### src/rtl/axis_switch_pkg.sv
// Shared definitions for the AXI-Stream switch family: arbiter FSM states and
// the cyclic round-robin index step used by both the arbiter and the switch.
package axis_switch_pkg;

  typedef enum logic {
    IDLE = 1'b0,
    BUSY = 1'b1
  } arb_state_e;

  // Next index after idx in a ring of count entries.
  function automatic int unsigned rr_next_index(input int unsigned idx,
                                                input int unsigned count);
    return (idx + 1 >= count) ? 0 : idx + 1;
  endfunction

endpackage

### src/rtl/rr_arbiter.sv
// Combinational round-robin picker: lowest requesting index strictly after
// last_grant, wrapping around the ring.
module rr_arbiter
  import axis_switch_pkg::*;
#(
  parameter int N     = 4,
  parameter int IDX_W = $clog2(N)
) (
  input  logic [N-1:0]     req,
  input  logic [IDX_W-1:0] last_grant,
  output logic [IDX_W-1:0] grant,
  output logic             grant_valid
);

  int unsigned idx;

  always_comb begin
    grant       = '0;
    grant_valid = 1'b0;
    idx         = rr_next_index(32'(last_grant), N);
    for (int i = 0; i < N; i++) begin
      if (!grant_valid && req[idx[IDX_W-1:0]]) begin
        grant       = idx[IDX_W-1:0];
        grant_valid = 1'b1;
      end
      idx = rr_next_index(idx, N);
    end
  end

endmodule

### src/rtl/axis_arbiter.sv
// Round-robin AXI-Stream N:1 arbiter with a single output register.
// Define AXIS_ARBITER_PKT_LOCK_EN to hold the grant for a whole packet;
// otherwise the grant is released after every beat.
module axis_arbiter
  import axis_switch_pkg::*;
#(
  parameter int S_COUNT      = 4,
  parameter int T_DATA_WIDTH = 8,
  parameter int T_USER_WIDTH = 10,
  parameter int T_ID_WIDTH   = 8
) (
  input  logic                            clk,
  input  logic                            reset_n,
  input  logic [S_COUNT*T_ID_WIDTH-1:0]   s_id_i,
  input  logic [S_COUNT*T_DATA_WIDTH-1:0] s_data_i,
  input  logic [S_COUNT*T_USER_WIDTH-1:0] s_user_i,
  input  logic [S_COUNT-1:0]              s_last_i,
  input  logic [S_COUNT-1:0]              s_valid_i,
  output logic [S_COUNT-1:0]              s_ready_o,
  output logic [T_ID_WIDTH-1:0]           m_id_o,
  output logic [T_DATA_WIDTH-1:0]         m_data_o,
  output logic [T_USER_WIDTH-1:0]         m_user_o,
  output logic                            m_last_o,
  output logic                            m_valid_o,
  input  logic                            m_ready_i,
  output logic [$clog2(S_COUNT)-1:0]      m_grant_o
);

  localparam int GW = $clog2(S_COUNT);

  arb_state_e          state, state_next;
  logic [GW-1:0]       grant, last_grant, rr_grant;
  logic                rr_valid;
  logic [S_COUNT-1:0]  ready;
  logic                accept;

  logic [T_ID_WIDTH-1:0]   sel_id;
  logic [T_DATA_WIDTH-1:0] sel_data;
  logic [T_USER_WIDTH-1:0] sel_user;
  logic                    sel_last;

  rr_arbiter #(
    .N     (S_COUNT),
    .IDX_W (GW)
  ) u_rr (
    .req         (s_valid_i),
    .last_grant  (last_grant),
    .grant       (rr_grant),
    .grant_valid (rr_valid)
  );

  assign sel_id    = s_id_i[grant*T_ID_WIDTH +: T_ID_WIDTH];
  assign sel_data  = s_data_i[grant*T_DATA_WIDTH +: T_DATA_WIDTH];
  assign sel_user  = s_user_i[grant*T_USER_WIDTH +: T_USER_WIDTH];
  assign sel_last  = s_last_i[grant];
  assign s_ready_o = ready;

  // Only the granted input sees ready, and only when the output register can
  // take a beat this cycle; an idle cycle is spent arbitrating.
  always_comb begin
    state_next = state;
    ready      = '0;
    accept     = 1'b0;
    if (state == BUSY) begin
      ready[grant] = ~m_valid_o | m_ready_i;
      accept       = s_valid_i[grant] & ready[grant];
`ifdef AXIS_ARBITER_PKT_LOCK_EN
      if (accept && sel_last) state_next = IDLE;
`else
      if (accept) state_next = IDLE;
`endif
    end else if (rr_valid) begin
      state_next = BUSY;
    end
  end

  always_ff @(posedge clk or negedge reset_n) begin
    if (!reset_n) begin
      state      <= IDLE;
      grant      <= '0;
      last_grant <= GW'(S_COUNT - 1);
      m_valid_o  <= 1'b0;
      m_grant_o  <= '0;
    end else begin
      state <= state_next;
      if (state == IDLE && rr_valid) begin
        grant      <= rr_grant;
        last_grant <= rr_grant;
      end
      if (accept) begin
        m_valid_o <= 1'b1;
        m_grant_o <= grant;
      end else if (m_ready_i) begin
        m_valid_o <= 1'b0;
      end
    end
  end

  // Payload is qualified by m_valid_o, so it carries no reset.
  always_ff @(posedge clk) begin
    if (accept) begin
      m_id_o   <= sel_id;
      m_data_o <= sel_data;
      m_user_o <= sel_user;
      m_last_o <= sel_last;
    end
  end

endmodule

### config.mk
export PLATFORM = sky130hd
export DESIGN_NAME = axis_arbiter
export DESIGN_NICKNAME = d
export VERILOG_FILES = /design/src/rtl/axis_switch_pkg.sv /design/src/rtl/rr_arbiter.sv /design/src/rtl/axis_arbiter.sv
export SDC_FILE = /design/constraint.sdc
export NUM_CORES = 1
export LEC_CHECK = 0
export BUFFER_PORTS_ARGS = -buffer_cell sky130_fd_sc_hd__buf_4
export CORE_MARGIN = 2
export CORE_UTILIZATION = 39
export DETAILED_ROUTE_END_ITERATION = 7
export GPL_ROUTABILITY_DRIVEN = 0
export PLACE_DENSITY = 0.85
export SYNTH_ARGS = -nofsm -noshare
export SYNTH_HDL_FRONTEND = slang
export SYNTH_SLANG_ARGS = --single-unit
### constraint.sdc
create_clock -name clk -period 3 [get_ports clk]
set_input_delay 0.45 -clock clk [delete_from_list [all_inputs] [get_ports clk]]
set_output_delay 0.45 -clock clk [all_outputs]
set_load 0.01 [all_outputs]
* After elaboration in Yosys (flattened, before gate mapping) *
Index checks and enable logic that the tools add are counted.

operators by class
  add/sub/neg operators = 4
  $mul = 1
  order comparisons = 10
  shift-type cells = 3
  mux-type cells = 35
  bitwise gates (word level) = 5
  reductions and logical operators = 9

operator list
  cell                     count
  $add A32 B1 Y32 const B  3
  $ge A32 B3 Y1 const B    3
  $mux W32                 3
  $shiftx A32 B6 Y8        2
  $shiftx A40 B7 Y10       1
  $mux W1                  18
  $lt A2 B3 Y1 const B     5
  $bmux W1 S2              7
  $mux W2                  5
  $logic_and A1 B1 Y1      5
  $mul A2 B3 Y5 const B    1
  $and A4 B4 Y4            1
  $mux W4                  1
  $add A2 B1 Y3 const B    1
  $ge A3 B3 Y1 const B     1
  $logic_not A1 Y1         3
  $demux W1 S2             1
  $ge A2 B1 Y1 const B     1
  $not A1 Y1               2
  $reduce_bool A2 Y1       1
  $and A1 B1 Y1            1
  $or A1 B1 Y1             1

word-level totals
  register bits = 35
  input bits = 115
  word-level logic and storage cells = 76

* Depth between registers and ports, before layout *
Gate-level depths: netlist (run 1).

  depth after elaboration = 18
  gate-level depth with buffers = 10

* By module *
A second synthesis (run 1) with hierarchy kept.

unflattened totals
  cell total of the unflattened synthesis = 159
  area total of the unflattened synthesis = 2326.0 um2

by module, submodules not included
  module        instances  cells each  area each (um2)  sequential area each (um2)
  axis_arbiter  1          100         1859.3           1013.5
  rr_arbiter    1          59          466.7            0.0

* Worst setup path after synthesis (run 1) *
OpenSTA, ideal clock, no wires.

  kind = reg-to-reg
  from = register last_grant[0]
  to = register last_grant[0]
  data arrival time = 2.707 ns
  required time = 2.927 ns
  path slack = 0.220 ns
  stages on the path, launching flop included = 11
  path buffers = 3
  clock period less this slack = 2.780 ns
  path through = dfstp_2 > buf_6 > clkbuf_1 > inv_1 > ha_1 > o21ba_2 > clkbuf_1 > or4_4 > a2111oi_4 > a211oi_1 > a21oi_1

on the way
  longest elaborated chain between the ends = 17

ends and longest elaborated chain
  what                                                               RTL line                                 text
  start, declared                                                    axis_arbiter.sv:32                       logic [GW-1:0] grant, last_grant, rr_grant;
  start signal, assigned                                             axis_arbiter.sv:81                       last_grant <= GW'(S_COUNT - 1);
  start signal, assigned                                             axis_arbiter.sv:88                       last_grant <= rr_grant;
  $add A2 B1 Y3 *                                                    axis_switch_pkg.sv:13                    return (idx + 1 >= count) ? 0 : idx + 1;
  $ge A3 B3 Y1                                                       axis_switch_pkg.sv:13
  $mux W32 *                                                         axis_switch_pkg.sv:13
  $add A32 B1 Y32                                                    axis_switch_pkg.sv:13
  $ge A32 B3 Y1                                                      axis_switch_pkg.sv:13
  $mux W32                                                           axis_switch_pkg.sv:13
  $add A32 B1 Y32 or $bmux W1 S2 (tied branches)                     axis_switch_pkg.sv:13, rr_arbiter.sv:22
  $ge A32 B3 Y1 or $mux W1 (tied branches)                           axis_switch_pkg.sv:13, rr_arbiter.sv:22
  $mux W32 or $logic_and A1 B1 Y1 (tied branches)                    axis_switch_pkg.sv:13, rr_arbiter.sv:22
  $add A32 B1 Y32 (tied with other cells)                            axis_switch_pkg.sv:13
  $ge A32 B3 Y1 (tied with other cells)                              axis_switch_pkg.sv:13
  $mux W2 or $logic_and A1 B1 Y1 (tied branches)                     axis_switch_pkg.sv:13, rr_arbiter.sv:22
  $bmux W1 S2 or $mux W1 (tied branches)                             rr_arbiter.sv:22                         if (!grant_valid && req[idx[IDX_W-1:0]]) begin
  $mux W1 (not written as such) or $logic_not A1 Y1 (tied branches)  rr_arbiter.sv:22
  $logic_and A1 B1 Y1                                                rr_arbiter.sv:22
  $mux W1                                                            rr_arbiter.sv:22
  $logic_and A1 B1 Y1                                                axis_arbiter.sv:86                       if (state == IDLE && rr_valid) begin

Every way passes the cells marked *; elsewhere a longest branch is shown, timed or not. The select of a mux whose other input is x is not followed.
A chain may end at the register's enable or synchronous reset.

* Worst setup path after layout (run 1) *
  from = register last_grant[1]
  to = register last_grant[0]

The elaborated chain is that of the path after synthesis.

==> impl_results.md, run 1 <==
* Final setup skew at between 0.003 and 0.004 ns
* HP Class: input pin to flip-flop
* Worst-path fanout max at 5
* Routed WL per cell at around 18 um
* IO Pins at 149
* Synth Net Count at about 280
* Synth Area in XOR/XNOR at 0
* Switching pwr at around 1.2 mW
* Reg2reg end: last_grant[0]$_DFFE_PN1P_
* Most common cell in the netlist: mux4_2
* Sw Ratio at 0.3602
* Max Clk Rate at 0.4184 GHz
* Clock Latency Late Sink at 0.28 ns
* Die Ht at just over 80 um
* Netlist cell types at 43
* Total core area at 5851 um^2
* Die X at around 81 um
* Starting density of the core at 0.3982
* Hold path start: m_ready_i
* Worst setup EP type: flip-flop
* Drt pass-1 iters at 6
* Syn Std Cell Area at approximately 2300 um^2
* Worst setup SP type: flip-flop
* Final Hold Fails at 0
* Final instance area at between 3000 and 4000 um^2
* Crit path kind: flip-flop to flip-flop
* Slew margin rel. at 0.5748
* Flops & latches, synth at 35
* 1st-iter DRT viols at a little over 60
* Filler instances at roughly 450
* Total gr overflow at 0
* H-tree levels at 2
* Area Growth Syn to Fin at 56.71%
* CTS Sinks at 35
* Root buf cell: clkbuf_8
* Synth top cells by count: mux4_2, edfxtp_1, a21oi_1
* Final Slew Violations at 0
* Number of buffers added on ports at between 100 and 150
* FF-to-FF Start: last_grant[1]$_DFFE_PN1P_
* Total negative slack at 0 ns
* Largest area contributor in the netlist: edfxtp_1
* Via density at between 5 and 6
* CTS tree: yes
* Leak at 1.600 nW
* Max_cap viols at 0
* Cell row count at 28
* Sequential fraction of design power at 0.314
* Clock power share at 0.128
* Max clock buf depth at 2
* Cts repair resizes at 0
* Slew @ Worst Pin at ~0.64 ns
* ANT cells at 0
* Dpl cell area at 3523 um^2
* Final cycle utilization of the critical path at 0.7967
* WHS Endpoint: m_valid_o$_DFFE_PN0P_
* Pint at between 2 and 2.5 mW
* Worst hold stages at 3
* Antenna violations before repair at 0
* CTS Buf Count at 5
* Synth Flop Type: edfxtp_1
* R2R Setup Slk at between 0.6 and 0.7 ns
* # nets final at between 400 and 500
* Vias at about 2000
* DIE AREA at around 6600 um^2
* Run status: finished, final reports clean
* Post-synth EDFFs at 27
* DP HPWL at between 5000 and 6000 um
* Post-Syn Instances at ~160
* Routed WL at about 6800 um
* VDD IR-drop max at just over 600 uV
* Simple-Gate Fraction of Synth Area at 0.07304
* # setup viols final at 0
* Min Clock Period, post-route at ~2.4 ns
* Synth warn at 0
* P per Cell Area at around 920 nW/um^2
* Global-route wire length before repair at about 9800 um
* Post-DRT Antenna Nets at 0
* Fraction of registers with async set/reset at 0.2286
* Arr. time, crit path at ~2.6 ns
* Main combinational cell family by area after synthesis: multiplexers
* Avg Cell Area, Syn at ~15 um^2
* Area contributors post-synth: edfxtp_1, mux4_2, dfrtp_1, ha_1, mux2_2
* Critical path origin: last_grant[1]$_DFFE_PN1P_
* Synth Area in Compound Gates at 0.08861
* Adder-cell share of the synthesized area at 0.03759
* Vias in the first global route at about 2000
* GRT Util Overall at 0.1998
* Final Util at 0.6240
* Ratio of cells with drive above 1 in the final layout at 0.6602
* Top cell type's share of synthesized area at 0.3480
* Post-route DRC at 0
* Logic pwr share at 0.558
* Multiplexer share of the synthesized area at 0.3298
* Reg2Reg Depth at 7
* Sequential share of the synthesized area at 0.4350
* CTS clock-pin slew for the worst setup and hold paths at about 0.070 ns
* RSZ-0062 raised after global routing: no
* Largest net degree at the start of global routing at 24
* Total power at between 3 and 4 mW
* Required @ worst endpoint at between 3 and 4 ns
==> stage by stage <==
| step | hold slack [ns] | worst slack, ns | std cells |
|---|---|---|---|
| floorplan | 0.1544 | 0.2201 | 159 |
| global placement | 0.2751 | 0.6809 | 375 |
| detailed placement | 0.2748 | 0.6519 | 375 |
| CTS | 0.4290 | 0.6282 | 384 |
| global route | 0.4489 | 0.4867 | 384 |
| finish | 0.4351 | 0.6098 | 384 |
==> sequential cells by signal, summed over array words and instances, names as in the netlist <==
name,flops
m_valid_o,1
m_grant_o,2
grant,2
last_grant,2
m_user_o,10
m_last_o,1
m_data_o,8
state,1
m_id_o,8
==> layout by cell type (no fill, tap or decap), types with 5 or more instances in the layout <==
master      n
mux4_2     28
nor2_1      9
ha_1        7
buf_4     155
dfrtp_1     5
edfxtp_1   27
clkbuf_8    6
inv_1       5
a21oi_1    11
mux2_2      5
==> repair_timing <==
action	4_1_cts	5_1_grt
endpoints found under the hold margin	6	0
buffers inserted	0	0
hold buffers	1	0
==> how the worst max path moves through the flow <==
stage                                end  slack (ns)  cells past startpoint
3_3_place_gp        grant[0]$_DFFE_PN0P_        0.68                      6
2_1_floorplan  last_grant[0]$_DFFE_PN1P_        0.22                     10
6_report       last_grant[0]$_DFFE_PN1P_        0.61                      7
5_1_grt        last_grant[0]$_DFFE_PN1P_        0.49                      7
3_5_place_dp   last_grant[0]$_DFFE_PN1P_        0.65                      6
4_1_cts        last_grant[0]$_DFFE_PN1P_        0.63                      7
==> metal layers <==
layer | wire length, um | vias to the layer above | GRT usage | share of wire
met5 | 0 | - | 0 | 0
met4 | 68 | 0 | 0.06102 | 0.010
met3 | 572 | 6 | 0.05333 | 0.084
met2 | 3679 | 98 | 0.3582 | 0.54
met1 | 2477 | 968 | 0.2319 | 0.36
li1 | - | 948 | - | -
==> area by class of cell <==
class,instances,area [um^2],share of cell area
clock buffer,6,82.58,0.02262
sequential,35,1015,0.2779
clock inverter,2,35.03,0.009596
tap,75,93.84,0.02570
multi-input combinational,105,1232,0.3376
inverter,5,18.77,0.005141
timing repair buffer,156,1174,0.3215
==> cells by family (layout without fill, tap and decap cells) <==
group / count (synthesis) / in the layout
simple gates: 31 / 31
compound gates: 28 / 28
buf+inv: 19 / 169
flops: 35 / 35
mux: 39 / 39
fa+ha+maj: 7 / 7
==> worst max-delay path, stage by stage (launching register included) <==
cell and delay [ns]:
dfstp_2 0.58, inv_1 0.11, ha_1 0.23, o21bai_1 0.24
or4_4 0.54, a2111oi_4 0.35, a211oi_1 0.11, a21oi_1 0.16
==> power by group through the flow <==
stage	clock (mW)	combinational, mW	sequential [mW]
finish	0.432	1.88	1.06
floorplan	0	1.18	1.06
detailed placement	0	1.89	1.08
global route	0.460	2.03	1.11
global placement	0	1.83	1.06
CTS	0.439	1.89	1.07
No activity file was read; power rests on OpenSTA's default activity.
==> run 2, diff against run 1 <==
==> constraint.sdc (replaced) <==
create_clock -name clk -period 2 [get_ports clk]
set_input_delay 0.3 -clock clk [delete_from_list [all_inputs] [get_ports clk]]
set_output_delay 0.3 -clock clk [all_outputs]
set_load 0.01 [all_outputs]
==> impl_results.md, run 2 (synthesis gave the netlist of run 1 again) <==
* Footprint of the multi-input gates at 1309 um^2 (+6.2%)
* Slew @ Worst Pin at 0.4149 ns (-0.2229 ns)
* Ratio of cells with drive above 1 in the final layout at 0.7169 (+0.05673)
* Drt pass-1 iters at 4 (-2)
* CTS Sinks at 35 (unchanged)
* Post-DRT Antenna Nets at 0 (unchanged)
* Clock Latency Late Sink at 0.28 ns (about the same)
* H-tree levels at 2 (unchanged)
* Vias at 2125 (+5.2%)
* Die X at 81.29 um (unchanged)
* Required @ worst endpoint at 2.22 ns (-0.99 ns)
* DP HPWL at 5942 um (+6.5%)
* Max_cap viols at 0 (unchanged)
* Crit path kind: flip-flop to flip-flop
* # nets final at 446 (+3.7%)
* Number of buffers added on ports at 148 (unchanged)
* Total power at 5.447 mW (+61%)
* DIE AREA at 6608 um^2 (unchanged)
* Via density at 5.313 (+0.99%)
* Top reg by flops: m_user_o
* # setup viols final at 4 (+4)
* Starting density of the core at 0.3982 (unchanged)
* Min Clock Period, post-route at 2.175 ns (-0.2152 ns)
* ANT cells at 0 (unchanged)
* Cell row count at 28 (unchanged)
* Failing checks: setup timing
* Slew margin rel. at 0.7234 (+0.1486)
* VDD IR-drop max at 712.4 uV (+18%)
* Area Growth Syn to Fin at 65.25%
* Fin cells at 400 (+4.2%)
* Worst setup EP type: flip-flop
* Dpl cells at 389 (+3.7%)
* HP Class: input pin to flip-flop
* Global-route wire length before repair at 10570 um (+7.4%)
* Post-route DRC at 0 (unchanged)
* Final Hold Fails at 0 (unchanged)
* Total core area at 5851 um^2 (unchanged)
* Vias in the first global route at 2161 (+8.1%)
* Storage element area at 1015 um^2 (unchanged)
* 1st-iter DRT viols at 70 (+15%)
* DP Worst Slack at -0.1623 ns (-0.8142 ns)
* FF-to-FF Start: last_grant[0]$_DFFE_PN1P_
* Total gr overflow at 0 (unchanged)
* CTS clock-pin slew for the worst setup and hold paths at 0.07 ns (about the same)
* Final setup skew at 0.006621 ns (+0.002711 ns)
* Most frequent cells in the layout: buf_4, mux4_2, edfxtp_1
* Final Slew Violations at 0 (unchanged)
* Final cycle utilization of the critical path at 1.087 (+0.2908)
* Final Util at 0.6580 (+0.03400)
* Worst-path fanout max at 6 (+1)
* Worst setup SP type: flip-flop
* CTS Buf Count at 5 (unchanged)
* CTS tree: yes
* Largest net degree at the start of global routing at 34 (+42%)
* Antenna violations before repair at 0 (unchanged)
* Die Ht at 81.29 um (unchanged)
* Routed WL per cell at 18.02 um (+1.8%)
* Leak at 1.673 nW (+4.5%)
* P per Cell Area at 1415 nW/um^2 (+53%)
* Max clock buf depth at 2 (unchanged)
* Root buf cell: clkbuf_8
* Max Clk Rate at 0.4598 GHz (+9.9%)
* Hold path start: m_ready_i
* RSZ-0062 raised after global routing: yes
* Filler instances at 435 (-4.0%)
* Run status: complete, but fails checks
* Setup WS post-layout at -0.1750 ns (-0.7848 ns)
* Max reg flops at 10 (unchanged)
* Commonest non-fill, non-tap cell in the layout: buf_4
* IO Pins at 149 (unchanged)
* Routed WL at 7206 um (+6.0%)
* GRT Util Overall at 0.2138 (+0.01398)
* Arr. time, crit path at 2.39 ns (-0.21 ns)
* Critical path origin: last_grant[0]$_DFFE_PN1P_
* Largest registers: m_user_o (10), m_data_o (8), m_id_o (8)
run 2: path summary, 6_finish.rpt:
check,end,slack (ns),cells past startpoint
hold / removal,m_valid_o$_DFFE_PN0P_,0.29,3
setup / recovery,last_grant[1]$_DFFE_PN1P_,-0.17,7
hold reg to reg,m_grant_o[1]$_DFFE_PN0P_,0.51,1
setup reg to reg,last_grant[1]$_DFFE_PN1P_,-0.17,7
max in group asynchronous,last_grant[0]$_DFFE_PN1P_,1.41,2
min in group asynchronous,state$_DFF_PN0_,0.37,2
run 2: through the flow:
step	hold slack, ns	area (um^2)	setup TNS (ns)
after global routing	0.2918	3850	-1.061
after global placement	0.1215	3679	-0.4495
after CTS	0.2829	3810	-0.5955
after floorplan	0.004409	2399	-1.149
final	0.2912	3850	-0.6595
after detailed placement	0.1258	3679	-0.6280
run 2: cell type report:
class                   instances  share of cell area
clock buffers                   5             0.01787
clock inverters                 3            0.005200
inverters                       5            0.006825
multi-input cells             105              0.3399
flip-flops and latches         35              0.2636
well taps                      75             0.02437
repair buffers                172              0.3422
run 2: repair_timing:
| action | in CTS | in global routing |
|---|---|---|
| hold buffers | 1 | 0 |
| pin swaps | 2 | 5 |
| gates resized for setup | 6 | 8 |
| endpoints found under the setup margin | 5 | 5 |
| buffers inserted | 1 | 1 |
| cloned | 0 | 0 |
| endpoints found under the hold margin | 6 | 0 |
run 2: worst max-delay path: stages, from the launching register on:
cell and delay [ns]:
dfstp_2 0.67, buf_4 0.17, ha_1 0.17, o21ba_4 0.20, a21oi_1 0.07, a211o_1 0.27
a221o_1 0.40, a21oi_2 0.15
run 2: per-layer routing:
| metal | vias up | global-route usage | share of wire |
|---|---|---|---|
| met4 | 0 | 0.07458 | 0.022 |
| li1 | 977 | - | - |
| met3 | 17 | 0.04556 | 0.093 |
| met5 | - | 0 | 0 |
| met2 | 118 | 0.3549 | 0.52 |
| met1 | 1013 | 0.2771 | 0.37 |
run 2: power by group:
part	internal (mW)	switching, mW
registers	1.31	0.176
clock network	0.242	0.250
logic	1.90	1.57
